<file path="config.mk">
export PLATFORM = sky130hd
export DESIGN_NAME = fip_32_div_sched
export DESIGN_NICKNAME = d
export VERILOG_FILES = /design/src/rtl/fip_pkg.sv /design/src/rtl/fip_rr_arbiter.sv /design/src/rtl/fip_32_div_sched.sv
export SDC_FILE = /design/constraint.sdc
export NUM_CORES = 1
export LEC_CHECK = 0
export CORE_AREA = 2 2 130 132
export CTS_BUF_LIST = sky130_fd_sc_hd__clkbuf_2
export CTS_CLUSTER_SIZE = 28
export DETAILED_ROUTE_END_ITERATION = 7
export DIE_AREA = 0 0 132 134
export GPL_ROUTABILITY_DRIVEN = 0
export GPL_TIMING_DRIVEN = 0
export PLACE_DENSITY_LB_ADDON = 0.08
export SLEW_MARGIN = 15
export SYNTH_ARGS = -nofsm -noshare
export SYNTH_HDL_FRONTEND = slang
export SYNTH_SLANG_ARGS = --single-unit
</file>
<file path="constraint.sdc">
create_clock -name i_clk -period 16.75 [get_ports i_clk]
set_clock_uncertainty 0.15 [all_clocks]
set_input_delay 3.35 -clock i_clk [delete_from_list [all_inputs] [get_ports i_clk]]
set_output_delay 3.35 -clock i_clk [all_outputs]
set_load 0.02 [all_outputs]
</file>
<file path="src/rtl/fip_pkg.sv">
// fip_pkg -- shared Q16.16 fixed-point types and constants for the divider scheduler.
//   fip_t      : signed Q16.16 word
//   FIP_MIN/MAX: saturation limits used for divide-by-zero results
//   div_tag_t  : one delay-line stage {valid, tag, dz, xsign}
package fip_pkg;

  typedef logic signed [31:0] fip_t;

  localparam fip_t FIP_MAX = 32'sh7FFF_FFFF;
  localparam fip_t FIP_MIN = 32'sh8000_0000;

  // Wide enough for the largest supported requester count (8).
  localparam int TAG_W = 3;

  typedef struct packed {
    logic             valid;
    logic [TAG_W-1:0] tag;
    logic             dz;
    logic             xsign;
  } div_tag_t;

endpackage

</file>
<file path="src/rtl/fip_rr_arbiter.sv">
// fip_rr_arbiter -- round-robin grant among N requesters.
//   i_clk, i_rst : clock, async active-high reset
//   req          : request vector
//   gnt          : one-hot grant (never without req, forced low in reset)
//   gnt_idx      : index of the granted requester
//   gnt_any      : a grant is issued this cycle
// The first request at or after the pointer wins; the pointer moves past the
// winner and holds when nothing is granted.
module fip_rr_arbiter #(
  parameter int N  = 3,
  parameter int IW = $clog2(N)
) (
  input  logic          i_clk,
  input  logic          i_rst,
  input  logic [N-1:0]  req,
  output logic [N-1:0]  gnt,
  output logic [IW-1:0] gnt_idx,
  output logic          gnt_any
);

  logic [IW-1:0] ptr;
  logic [N-1:0]  req_m;
  int            c;

  assign req_m = i_rst ? '0 : req;

  always_comb begin
    gnt_any = 1'b0;
    gnt_idx = '0;
    c       = 0;
    for (int o = 0; o < N; o++) begin
      c = (int'(ptr) + o) % N;
      if (!gnt_any && req_m[c]) begin
        gnt_any = 1'b1;
        gnt_idx = IW'(c);
      end
    end
    gnt = '0;
    if (gnt_any) gnt[gnt_idx] = 1'b1;
  end

  always_ff @(posedge i_clk or posedge i_rst) begin
    if (i_rst)        ptr <= '0;
    else if (gnt_any) ptr <= (int'(gnt_idx) == N-1) ? '0 : gnt_idx + 1'b1;
  end

endmodule

</file>
<file path="src/rtl/fip_32_div_sched.sv">
// fip_32_div_sched -- shares one pipelined Q16.16 divider among N_REQ requesters.
//   i_clk, i_rst          : clock, async active-high reset
//   i_req_valid/x/y       : per-requester operands (x numerator, y denominator)
//   o_req_ready           : one-hot grant, transfer = valid & ready
//   o_div_x/o_div_y       : registered operands to the divider
//   i_div_z               : divider quotient, DIV_LAT cycles after operands
//   o_rsp_valid/z/dz      : one-hot response, shared quotient bus, div-by-zero flag
//   o_busy                : any divide in flight
// Optional feature macro FIP_DIV_ZERO_SAT_EN: y==0 returns FIP_MAX/FIP_MIN by
// numerator sign with o_rsp_dz=1 instead of the divider's result.
module fip_32_div_sched
  import fip_pkg::*;
#(
  parameter int N_REQ   = 3,
  parameter int DIV_LAT = 4
) (
  input  logic                   i_clk,
  input  logic                   i_rst,
  input  logic [N_REQ-1:0]       i_req_valid,
  input  logic [N_REQ-1:0][31:0] i_req_x,
  input  logic [N_REQ-1:0][31:0] i_req_y,
  output logic [N_REQ-1:0]       o_req_ready,
  output logic [31:0]            o_div_x,
  output logic [31:0]            o_div_y,
  input  logic [31:0]            i_div_z,
  output logic [N_REQ-1:0]       o_rsp_valid,
  output logic [31:0]            o_rsp_z,
  output logic                   o_rsp_dz,
  output logic                   o_busy
);

  localparam int IW = $clog2(N_REQ);

  logic [IW-1:0] gnt_idx;
  logic          gnt_any;
  div_tag_t      new_tag;
  div_tag_t      head;
  div_tag_t      dly [DIV_LAT:0];

  fip_rr_arbiter #(.N(N_REQ), .IW(IW)) u_arb (
    .i_clk   (i_clk),
    .i_rst   (i_rst),
    .req     (i_req_valid),
    .gnt     (o_req_ready),
    .gnt_idx (gnt_idx),
    .gnt_any (gnt_any)
  );

  // Operands hold their last value across bubbles; the delay line marks
  // which divider outputs matter.
  always_ff @(posedge i_clk or posedge i_rst) begin
    if (i_rst) begin
      o_div_x <= '0;
      o_div_y <= '0;
    end else if (gnt_any) begin
      o_div_x <= i_req_x[gnt_idx];
      o_div_y <= i_req_y[gnt_idx];
    end
  end

  always_comb begin
    new_tag       = '0;
    new_tag.valid = gnt_any;
    new_tag.tag   = TAG_W'(gnt_idx);
`ifdef FIP_DIV_ZERO_SAT_EN
    new_tag.dz    = gnt_any && (i_req_y[gnt_idx] == '0);
    new_tag.xsign = i_req_x[gnt_idx][31];
`endif
  end

  // Stage 0 lines up with the operand registers, stage DIV_LAT with i_div_z.
  always_ff @(posedge i_clk or posedge i_rst) begin
    if (i_rst) begin
      for (int i = 0; i <= DIV_LAT; i++) dly[i] <= '0;
    end else begin
      dly[0] <= new_tag;
      for (int i = 1; i <= DIV_LAT; i++) dly[i] <= dly[i-1];
    end
  end

  assign head = dly[DIV_LAT];

  for (genvar k = 0; k < N_REQ; k++) begin : g_rsp
    assign o_rsp_valid[k] = head.valid && (head.tag == TAG_W'(k));
  end

`ifdef FIP_DIV_ZERO_SAT_EN
  assign o_rsp_dz = head.valid & head.dz;
  assign o_rsp_z  = !head.valid ? '0 :
                    head.dz     ? (head.xsign ? FIP_MIN : FIP_MAX) : i_div_z;
`else
  logic unused_dz_bits;
  assign unused_dz_bits = ^{head.dz, head.xsign};
  assign o_rsp_dz       = 1'b0;
  assign o_rsp_z        = head.valid ? i_div_z : '0;
`endif

  always_comb begin
    o_busy = 1'b0;
    for (int i = 0; i <= DIV_LAT; i++) o_busy |= dly[i].valid;
  end

endmodule
</file>
==> results of run 1 <==
[synth_stat cells, drive strengths merged, types with 3 or more instances]
cell,number
nor2,9
a222oi,28
o21a,3
inv,5
dfrtp,81
buf,22
mux2,4
nand3,28
clkbuf,24
o21ai,38
ha,3
nand2,32
and2,32
a32oi,37
a22oi,38
[final cells by class]
class / instances / area share, %
Antenna cell: 1 / 0.0319
Buffer: 46 / 2.97
Clock buffer: 10 / 0.639
Clock inverter: 5 / 0.607
Inverter: 5 / 0.272
Multi-Input combinational cell: 274 / 23.6
Sequential cell: 81 / 25.9
Tap cell: 220 / 3.51
Timing Repair Buffer: 331 / 42.5
[per-layer routing]
metal | track usage (%) | routed length, um
met1 | 23.5 | 7220
met2 | 35.2 | 9250
met3 | 5.18 | 1350
met4 | 7.91 | 439
met5 | 0 | 0
[layout by cell type, fill, tap and decap left out, types with 2 or more instances in the layout]
cell type / synthesis / routed
dfrtp_1: 81 / 81
a21bo_2: 2 / 2
clkdlybuf4s50_1: 0 / 330
a22oi_1: 38 / 38
nor2b_1: 2 / 2
clkbuf_1: 24 / 24
mux2_2: 2 / 2
o21a_1: 3 / 3
buf_2: 9 / 9
a32oi_1: 37 / 37
clkinv_2: 0 / 2
buf_6: 4 / 4
nand3b_1: 2 / 2
and2_1: 32 / 32
ha_1: 3 / 3
nor2_1: 9 / 9
buf_1: 4 / 4
clkinv_1: 0 / 2
inv_1: 4 / 3
buf_4: 5 / 5
nand2_1: 32 / 32
nand3_1: 28 / 28
clkbuf_2: 0 / 10
o21ai_1: 37 / 37
a222oi_1: 28 / 28
[sequential cells by signal, indices dropped and copies added, names as in the netlist]
register and count:
o_div_x 32, o_div_y 32, dly 15, u_arb.ptr 2
[how the worst max path moves through the flow]
stage	endpoint	slack, ps	from
floorplan	o_req_ready[2]	6350	i_rst
global route	o_req_ready[0]	6610	i_rst
detailed placement	o_req_ready[0]	6820	i_rst
finish	o_req_ready[2]	6820	i_req_valid[2]
global placement	o_req_ready[2]	4440	i_rst
CTS	o_req_ready[0]	6830	i_rst
[through the flow]
step                hold slack (ps)  instance area [um^2]  setup slack [ps]  total power, mW  utilization (%)
finish                          223                  7830              6820             1.38             48.1
global route                    234                  7830              6610             1.48             48.1
CTS                             232                  7830              6830             1.40             48.1
detailed placement              188                  7730              6820             1.29             47.5
global placement                182                  7700              4440             1.28             47.3
floorplan                       181                  4130              6350            0.872                -
[power groups by stage]
stage          registers, mW  clock network, mW  logic [mW]
2_1_floorplan          0.444                  0       0.429
3_3_place_gp           0.349                  0       0.927
3_5_place_dp           0.351                  0       0.943
4_1_cts                0.349              0.107       0.943
5_1_grt                0.360              0.115        1.01
6_report               0.348              0.101       0.932
[cells by family after synthesis]
| kind of cell | count (synthesis) | synth area share [%] |
|---|---|---|
| muxes | 5 | 1.43 |
| and+or+nand+nor | 110 | 13.5 |
| AOI/OAI and AO/OA | 155 | 28.9 |
| DFF | 81 | 49.1 |
| buffers and inverters | 51 | 6.10 |
| adders and majority gates | 3 | 0.910 |
| other | 1 | 0.0909 |
==> metrics, run 1 <==
Fin. Hold Viols 0; sw frac a little under half; CTS Buf Count 9; Syn Std Cell Area 4130 um^2; Clock Latency Late Sink around 550 ps; Max Cap Viol 0; CTS tree built; register area 2030 um^2; cell mode on critical path clkdlybuf4s50_1; Synthesized Nets 638; CP top delay family buffers and inverters; Post-synth EDFFs 0; combinational share of power 67.5%; relative slew slack 43.1%; Worst path depth 9; area of the multi-input gates between 1500 and 2000 um^2; Vias/cell between 4 and 5; # placed instances 957; Layout Cells excl Fill 973; Detail Placement HPWL between 10 and 15 mm; routed wire length per instance 18.8 um; Worst-path clk slew 210 ps; min-delay src dly[3]$_DFF_PP0_; worst slew pin tran 854 ps; Sw Pwr 633 uW; hold path depth 0; status finished, final reports clean; Yosys top cell by area dfrtp_1; Buffers on Ports 330; Worst setup SP type input pin; Die Width between 100 and 150 um; largest net degree at the start of global routing 46; Synth Flop Type dfrtp_1; Cell Pwr Density 176 nW/um^2; cells on worst reg2reg path 9; Fillers 1570; Final nets between 900 and 1000; initial antenna violation count 1; TNS Setup 0 ps; worst hold endpoint dly[9]$_DFF_PP0_; Worst path max stage delay around 640 ps; die height 134 um; Tot GR Track Use 20.1%; Post-synth ARST share 100%; first-pass GRT wire length 27.7 mm; fin crit share 59.3%; Worst EP arrival 6430 ps; layout cell share with drive strength beyond 1 5.32%; core footprint around 16000 um^2; sequential area share after synthesis 49.1%; Iter 0 DRT Violations 290; Seq cells post-synth 81; Setup crit end kind primary output; final setup fails 0; Clock Tree Root clkbuf_2; reg2reg setup slack 13490 ps; DRT Wirelength 18.3 mm; Initial Util 25.3%; Synth top area share 49.1%; vias in the first global route between 5000 and 6000; RR Startpoint u_arb.ptr[1]$_DFFE_PP0P_; total congestion overflow 0; DR vias 4810; final slew viol count 0; number of library cell types mapped by synthesis 41; Critical R2R Capture o_div_x[3]$_DFFE_PP0P_; area delta synth->final 89.9%; H-Tree Depth 3; WP data required 13250 ps; iteration count of the initial detailed-routing pass 6; hold crit path type reg -> reg; Synth warnings 0; CP max FO 10; # DRC 0; Hold Buf Count CTS 0; Clock power frac 7.3%; Pint around 750 uW; Routed Antenna Nets 0; Leak Pwr 3.08 nW; area of the die 17700 um^2; sequential share of power 25.2%; clock sinks 81; slowest cell on the critical path clkdlybuf4s50_1; unrepaired setup endpoints after global routing no; worst path cell trace clkdlybuf4s50_1 > a22o_1 > a22oi_1 > a21bo_2 > clkbuf_1 > buf_1 > inv_1 > a31oi_1 > clkdlybuf4s50_1; Setup Buffers After CTS 0; Clock Tree Buf Depth 2; Buf+Inv Stages, Crit Path 5; post-synthesis cell count 406; Syn Area/Cell 10.2 um^2; post-cts repair resize count 0; Final Critical Period 9930 ps; I/O pin count 333; Worst Setup Path Type in -> out; # rows 47; maximum clock rate 101 MHz; worst vdd ir 0.0686 mV; Synth area leaders dfrtp_1 (49%), a32oi_1 (7.9%), a22oi_1 (6.9%)
Power figures use the tool's default switching activity.
==> run 2: changes to the inputs <==
==> constraint.sdc (replaced) <==
create_clock -name i_clk -period 8.7 [get_ports i_clk]
set_clock_uncertainty 0.15 [all_clocks]
set_input_delay 1.74 -clock i_clk [delete_from_list [all_inputs] [get_ports i_clk]]
set_output_delay 1.74 -clock i_clk [all_outputs]
set_load 0.02 [all_outputs]
==> metrics, run 2 (synthesized netlist as in run 1, its figures left out) <==
status finished, final reports clean (unchanged); cells on worst reg2reg path 9 (unchanged); Critical R2R Capture o_div_x[3]$_DFFE_PP0P_ (unchanged); worst slew pin tran 851 ps (was 854 ps); Cell Pwr Density 340 nW/um^2 (was 176 nW/um^2); iteration count of the initial detailed-routing pass 8 (was 6); Fillers 1570 (unchanged); hold crit path type reg -> reg (unchanged); core footprint 16300 um^2 (unchanged); CTS tree built (unchanged); H-Tree Depth 3 (unchanged); maximum clock rate 149 MHz; final setup fails 0 (unchanged); largest net degree at the start of global routing 46 (unchanged); hold path depth 0 (unchanged); Clock Tree Buf Depth 2 (unchanged); first-pass GRT wire length 27.8 mm (was 27.7 mm); reg2reg setup slack 5440 ps (was 13490 ps); Max Cap Viol 0 (unchanged); Iter 0 DRT Violations 312 (was 290); Clock Tree Root clkbuf_2 (unchanged); DR vias 4827 (was 4810); post-cts repair resize count 0 (unchanged); WP data required 6810 ps (was 13250 ps); worst hold endpoint dly[9]$_DFF_PP0_ (unchanged); Worst-path clk slew 210 ps (about the same); final slew viol count 0 (unchanged); Buffers on Ports 330 (unchanged); DRT Wirelength 18.3 mm (about the same); worst path cell trace clkdlybuf4s50_1 > a22o_1 > a22oi_1 > a21bo_2 > clkbuf_1 > buf_1 > inv_1 > a31oi_1 > clkdlybuf4s50_1 (unchanged); commonest non-fill, non-tap cell in the layout clkdlybuf4s50_1 (unchanged); layout cell share with drive strength beyond 1 5.32% (unchanged); Vias/cell 4.96 (was 4.94); Tot GR Track Use 20.1% (about the same); post-layout util 48.1% (unchanged); Worst EP arrival 4830 ps (was 6430 ps); die height 134 um (unchanged); CTS Buf Count 9 (unchanged); # placed instances 957 (unchanged); RR Startpoint u_arb.ptr[1]$_DFFE_PP0P_ (unchanged); Worst setup SP type input pin (unchanged); Final nets 980 (unchanged); most frequent cells in the layout clkdlybuf4s50_1 (330), dfrtp_1 (81), a22oi_1 (38) (unchanged); Setup crit end kind primary output (unchanged); # rows 47 (unchanged); Die Width 132 um (unchanged); area of the die 17700 um^2 (unchanged); Hold Buf Count CTS 0 (unchanged); biggest registers after layout o_div_x (32), o_div_y (32), dly (15) (unchanged); CP max FO 10 (unchanged); Worst Setup Path Type in -> out (unchanged); vias in the first global route 5006 (was 5010); Worst path max stage delay 640 ps (about the same); Detail Placement HPWL 14.0 mm (unchanged); routed wire length per instance 18.8 um (about the same); worst vdd ir 0.132 mV (was 0.0686 mV); Clock Latency Late Sink 550 ps (about the same); hold slack 219 ps (was 223 ps); min-delay src dly[3]$_DFF_PP0_ (unchanged); Final Critical Period between 6000 and 7000 ps; I/O pin count 333 (unchanged); fin crit share 77.2%; cell mode on critical path clkdlybuf4s50_1 (unchanged); Leak Pwr 3.08 nW (unchanged); relative slew slack 43.2% (was 43.1%); unrepaired setup endpoints after global routing no (unchanged); # DRC 0 (unchanged); initial antenna violation count 1 (unchanged); Initial Util 25.3% (unchanged); slowest cell on the critical path clkdlybuf4s50_1 (unchanged); area delta synth->final 89.9% (unchanged); Fin. Hold Viols 0 (unchanged); total congestion overflow 0 (unchanged); clock sinks 81 (unchanged); Routed Antenna Nets 0 (unchanged); Setup Buffers After CTS 0 (unchanged); Layout Cells excl Fill 973 (unchanged)
[run 2: report_power, final]
part	total [mW]	internal [mW]	switching [mW]
logic	1.79	0.809	0.986
clock network	0.196	0.0632	0.133
registers	0.670	0.568	0.102
[run 2: worst max-delay path: cells and delay by family]
family,cells,cell delay [ps]
compound gates,4,950
buf+inv,5,2140
[run 2: layer usage]
layer	part of all wire (%)	global-route usage [%]	vias to the layer above
li1	-	-	2264
met1	40	23.5	2321
met2	51	35.3	220
met3	7.3	5.06	22
met4	2.2	7.67	0
met5	0	0	-
[run 2: cell type report]
type / count / area (um^2) / area share, %
repair buffers: 331 / 3330 / 42.5
flip-flops and latches: 81 / 2030 / 25.9
multi-input cells: 274 / 1850 / 23.6
well taps: 220 / 275 / 3.51
plain buffers: 46 / 233 / 2.97
clock buffers: 10 / 50.0 / 0.639
clock inverters: 5 / 47.5 / 0.607
inverters: 5 / 21.3 / 0.272
diodes: 1 / 2.50 / 0.0319
[run 2: worst max path at each step]
stage	to	cells past startpoint	startpoint	slack, ps
4_1_cts	o_req_ready[0]	8	i_rst	2000
6_report	o_req_ready[2]	9	i_req_valid[2]	1980
2_1_floorplan	o_req_ready[2]	8	i_rst	1520
3_5_place_dp	o_req_ready[0]	8	i_rst	1990
3_3_place_gp	o_req_ready[2]	9	i_rst	-390
5_1_grt	o_req_ready[0]	8	i_rst	1780
[run 2: per-stage QoR]
stage,power (mW),setup slack (ps),area (um^2),TNS [ps]
floorplan,1.68,1520,4130,0
detailed placement,2.49,1990,7730,0
CTS,2.69,2000,7830,0
global route,2.85,1780,7830,0
global placement,2.46,-386,7700,-775
finish,2.66,1980,7830,0
==> run 3: changes to the inputs <==
==> constraint.sdc (replaced) <==
create_clock -name i_clk -period 5.5 [get_ports i_clk]
set_clock_uncertainty 0.15 [all_clocks]
set_input_delay 1.1 -clock i_clk [delete_from_list [all_inputs] [get_ports i_clk]]
set_output_delay 1.1 -clock i_clk [all_outputs]
set_load 0.02 [all_outputs]
==> metrics, run 3 (synthesized netlist as in run 1, its figures left out) <==
Final Cell Area 7860 um^2 (was 7830 um^2); Clock Latency Late Sink 510 ps (was 550 ps); RR Startpoint u_arb.ptr[0]$_DFFE_PP0P_ (was u_arb.ptr[1]$_DFFE_PP0P_); Initial Util 25.3% (unchanged); fin crit share between 90 and 100%; final slew viol count 0 (unchanged); hold slack 200 ps (was 219 ps); CTS Buf Count 9 (unchanged); # rows 47 (unchanged); unrepaired setup endpoints after global routing no (unchanged); Cell Pwr Density 534 nW/um^2 (was 340 nW/um^2); Worst setup SP type input pin (unchanged); reg2reg setup slack 2400 ps (was 5440 ps); Fin. Hold Viols 0 (unchanged); worst hold endpoint dly[9]$_DFF_PP0_ (unchanged); Worst Setup Slack, final 306 ps (was 1980 ps); Iter 0 DRT Violations 338 (was 312); Clock Tree Root clkbuf_2 (unchanged); iteration count of the initial detailed-routing pass 8 (unchanged); status finished with violations (was finished, final reports clean); routed wire length per instance 18.4 um (was 18.8 um); DP Area 7750 um^2 (was 7730 um^2); Clock Tree Buf Depth 2 (unchanged); H-Tree Depth 3 (unchanged); layout cell share with drive strength beyond 1 6.23% (was 5.32%); # placed instances 958 (was 957); hold path depth 0 (unchanged); Worst EP arrival 3940 ps (was 4830 ps); die height 134 um (unchanged); Final nets 982 (was 980); largest net degree at the start of global routing 33 (was 46); Fillers 1559 (was 1570); Worst-path clk slew 220 ps (was 210 ps); WP data required 4250 ps (was 6810 ps); first-pass GRT wire length 27.7 mm (was 27.8 mm); Die Width 132 um (unchanged); Setup crit end kind primary output (unchanged); min-delay src dly[3]$_DFF_PP0_ (unchanged); area of the die 17700 um^2 (unchanged); total congestion overflow 0 (unchanged); clock sinks 81 (unchanged); relative slew slack 45.0% (was 43.2%); CP max FO 10 (unchanged); final setup fails 0 (unchanged); Critical R2R Capture o_div_y[25]$_DFFE_PP0P_ (was o_div_x[3]$_DFFE_PP0P_); Leak Pwr 3.10 nW (was 3.08 nW); initial antenna violation count 1 (unchanged); Setup WS pre-CTS -386 ps (was 1990 ps); core footprint 16300 um^2 (unchanged); I/O pin count 333 (unchanged); failing checks design-rule violations; register area 2030 um^2 (unchanged); area delta synth->final 90.6% (was 89.9%); Buffers on Ports 330 (unchanged); Detail Placement HPWL 14.1 mm (was 14.0 mm); worst vdd ir 0.229 mV (was 0.132 mV); vias in the first global route 5158 (was 5006); DRT Wirelength 17.9 mm (was 18.3 mm); most frequent cells in the layout clkdlybuf4s50_1 (330), dfrtp_1 (81), a22oi_1 (38) (unchanged); Worst Setup Path Type in -> out (unchanged); worst slew pin tran 825 ps (was 851 ps); Routed Antenna Nets 0 (unchanged); hold crit path type reg -> reg (unchanged); commonest non-fill, non-tap cell in the layout clkdlybuf4s50_1 (unchanged); Tot GR Track Use 19.9% (was 20.1%); biggest registers after layout o_div_x (32), o_div_y (32), dly (15) (unchanged); Hold Buf Count CTS 0 (unchanged); cells on worst reg2reg path 10 (was 9); Vias/cell 5.00 (was 4.96); DR vias 4877 (was 4827); Max Cap Viol 0 (unchanged); maximum clock rate 193 MHz; Final Critical Period between 5000 and 6000 ps; area of the multi-input gates 1850 um^2 (unchanged); # DRC 12 (was 0); CTS tree built (unchanged); Layout Cells excl Fill 975 (was 973)
==> run 3: cell types whose count changed in the layout (fill, tap and decap cells not counted), moves of 2 or more <==
cell	before	now
clkbuf_2	10	13
clkinv_1	2	0
clkbuf_1	24	22
buf_12	0	2
==> run 3: power breakdown <==
group	leakage (nW)	switching [mW]	internal, mW
clock	0.0716	0.204	0.104
combinational	2.05	1.55	1.28
sequential	0.983	0.164	0.899
total	3.10	1.92	2.28
==> run 3: how the worst max path moves through the flow <==
stage | from | end | cells past startpoint
after floorplan | i_rst | o_req_ready[0] | 7
after global placement | i_rst | o_req_ready[0] | 8
after detailed placement | i_rst | o_req_ready[0] | 8
after CTS | i_req_valid[2] | o_req_ready[1] | 7
after global routing | i_req_valid[1] | o_req_ready[2] | 9
final | i_req_valid[2] | o_req_ready[2] | 9
==> run 3: layout make-up <==
class,count,share of cell area [%]
timing repair buffer,333,42.6
buffer,45,2.94
clock inverter,4,0.573
sequential,81,25.8
tap,220,3.50
clock buffer,11,0.700
antenna,1,0.0318
inverter,5,0.286
multi-input combinational,274,23.5
timing repair inverter,1,0.0637
==> run 3: timing repair <==
action / in CTS / in global routing
setup endpoints to repair: 1 / 3
cloned: 1 / 0
setup buffers: 1 / 0
resized for setup: 0 / 3
==> run 3: metrics by stage <==
step / power (mW) / utilization (%) / setup TNS [ps]
after CTS: 4.25 / 48.3 / 0
after floorplan: 2.66 / - / -99.1
final: 4.20 / 48.3 / 0
after global routing: 4.52 / 48.3 / 0
after detailed placement: 3.94 / 47.6 / -386
after global placement: 3.88 / 47.3 / -5060
==> run 3: critical path: stages <==
cell and delay (ps):
clkdlybuf4s50_1 510, a22o_1 280, a22oi_1 260, a21bo_2 180, clkbuf_1 410, clkbuf_2 330
inv_1 60, a31oi_1 150, clkdlybuf4s50_1 650
==> run 3: per-layer routing <==
layer	up-vias	global-route usage, %	share of wire [%]
li1	2267	-	-
met1	2342	22.9	39
met2	236	35.4	50
met3	32	4.72	7.5
met4	0	8.57	3.0
met5	-	0	0
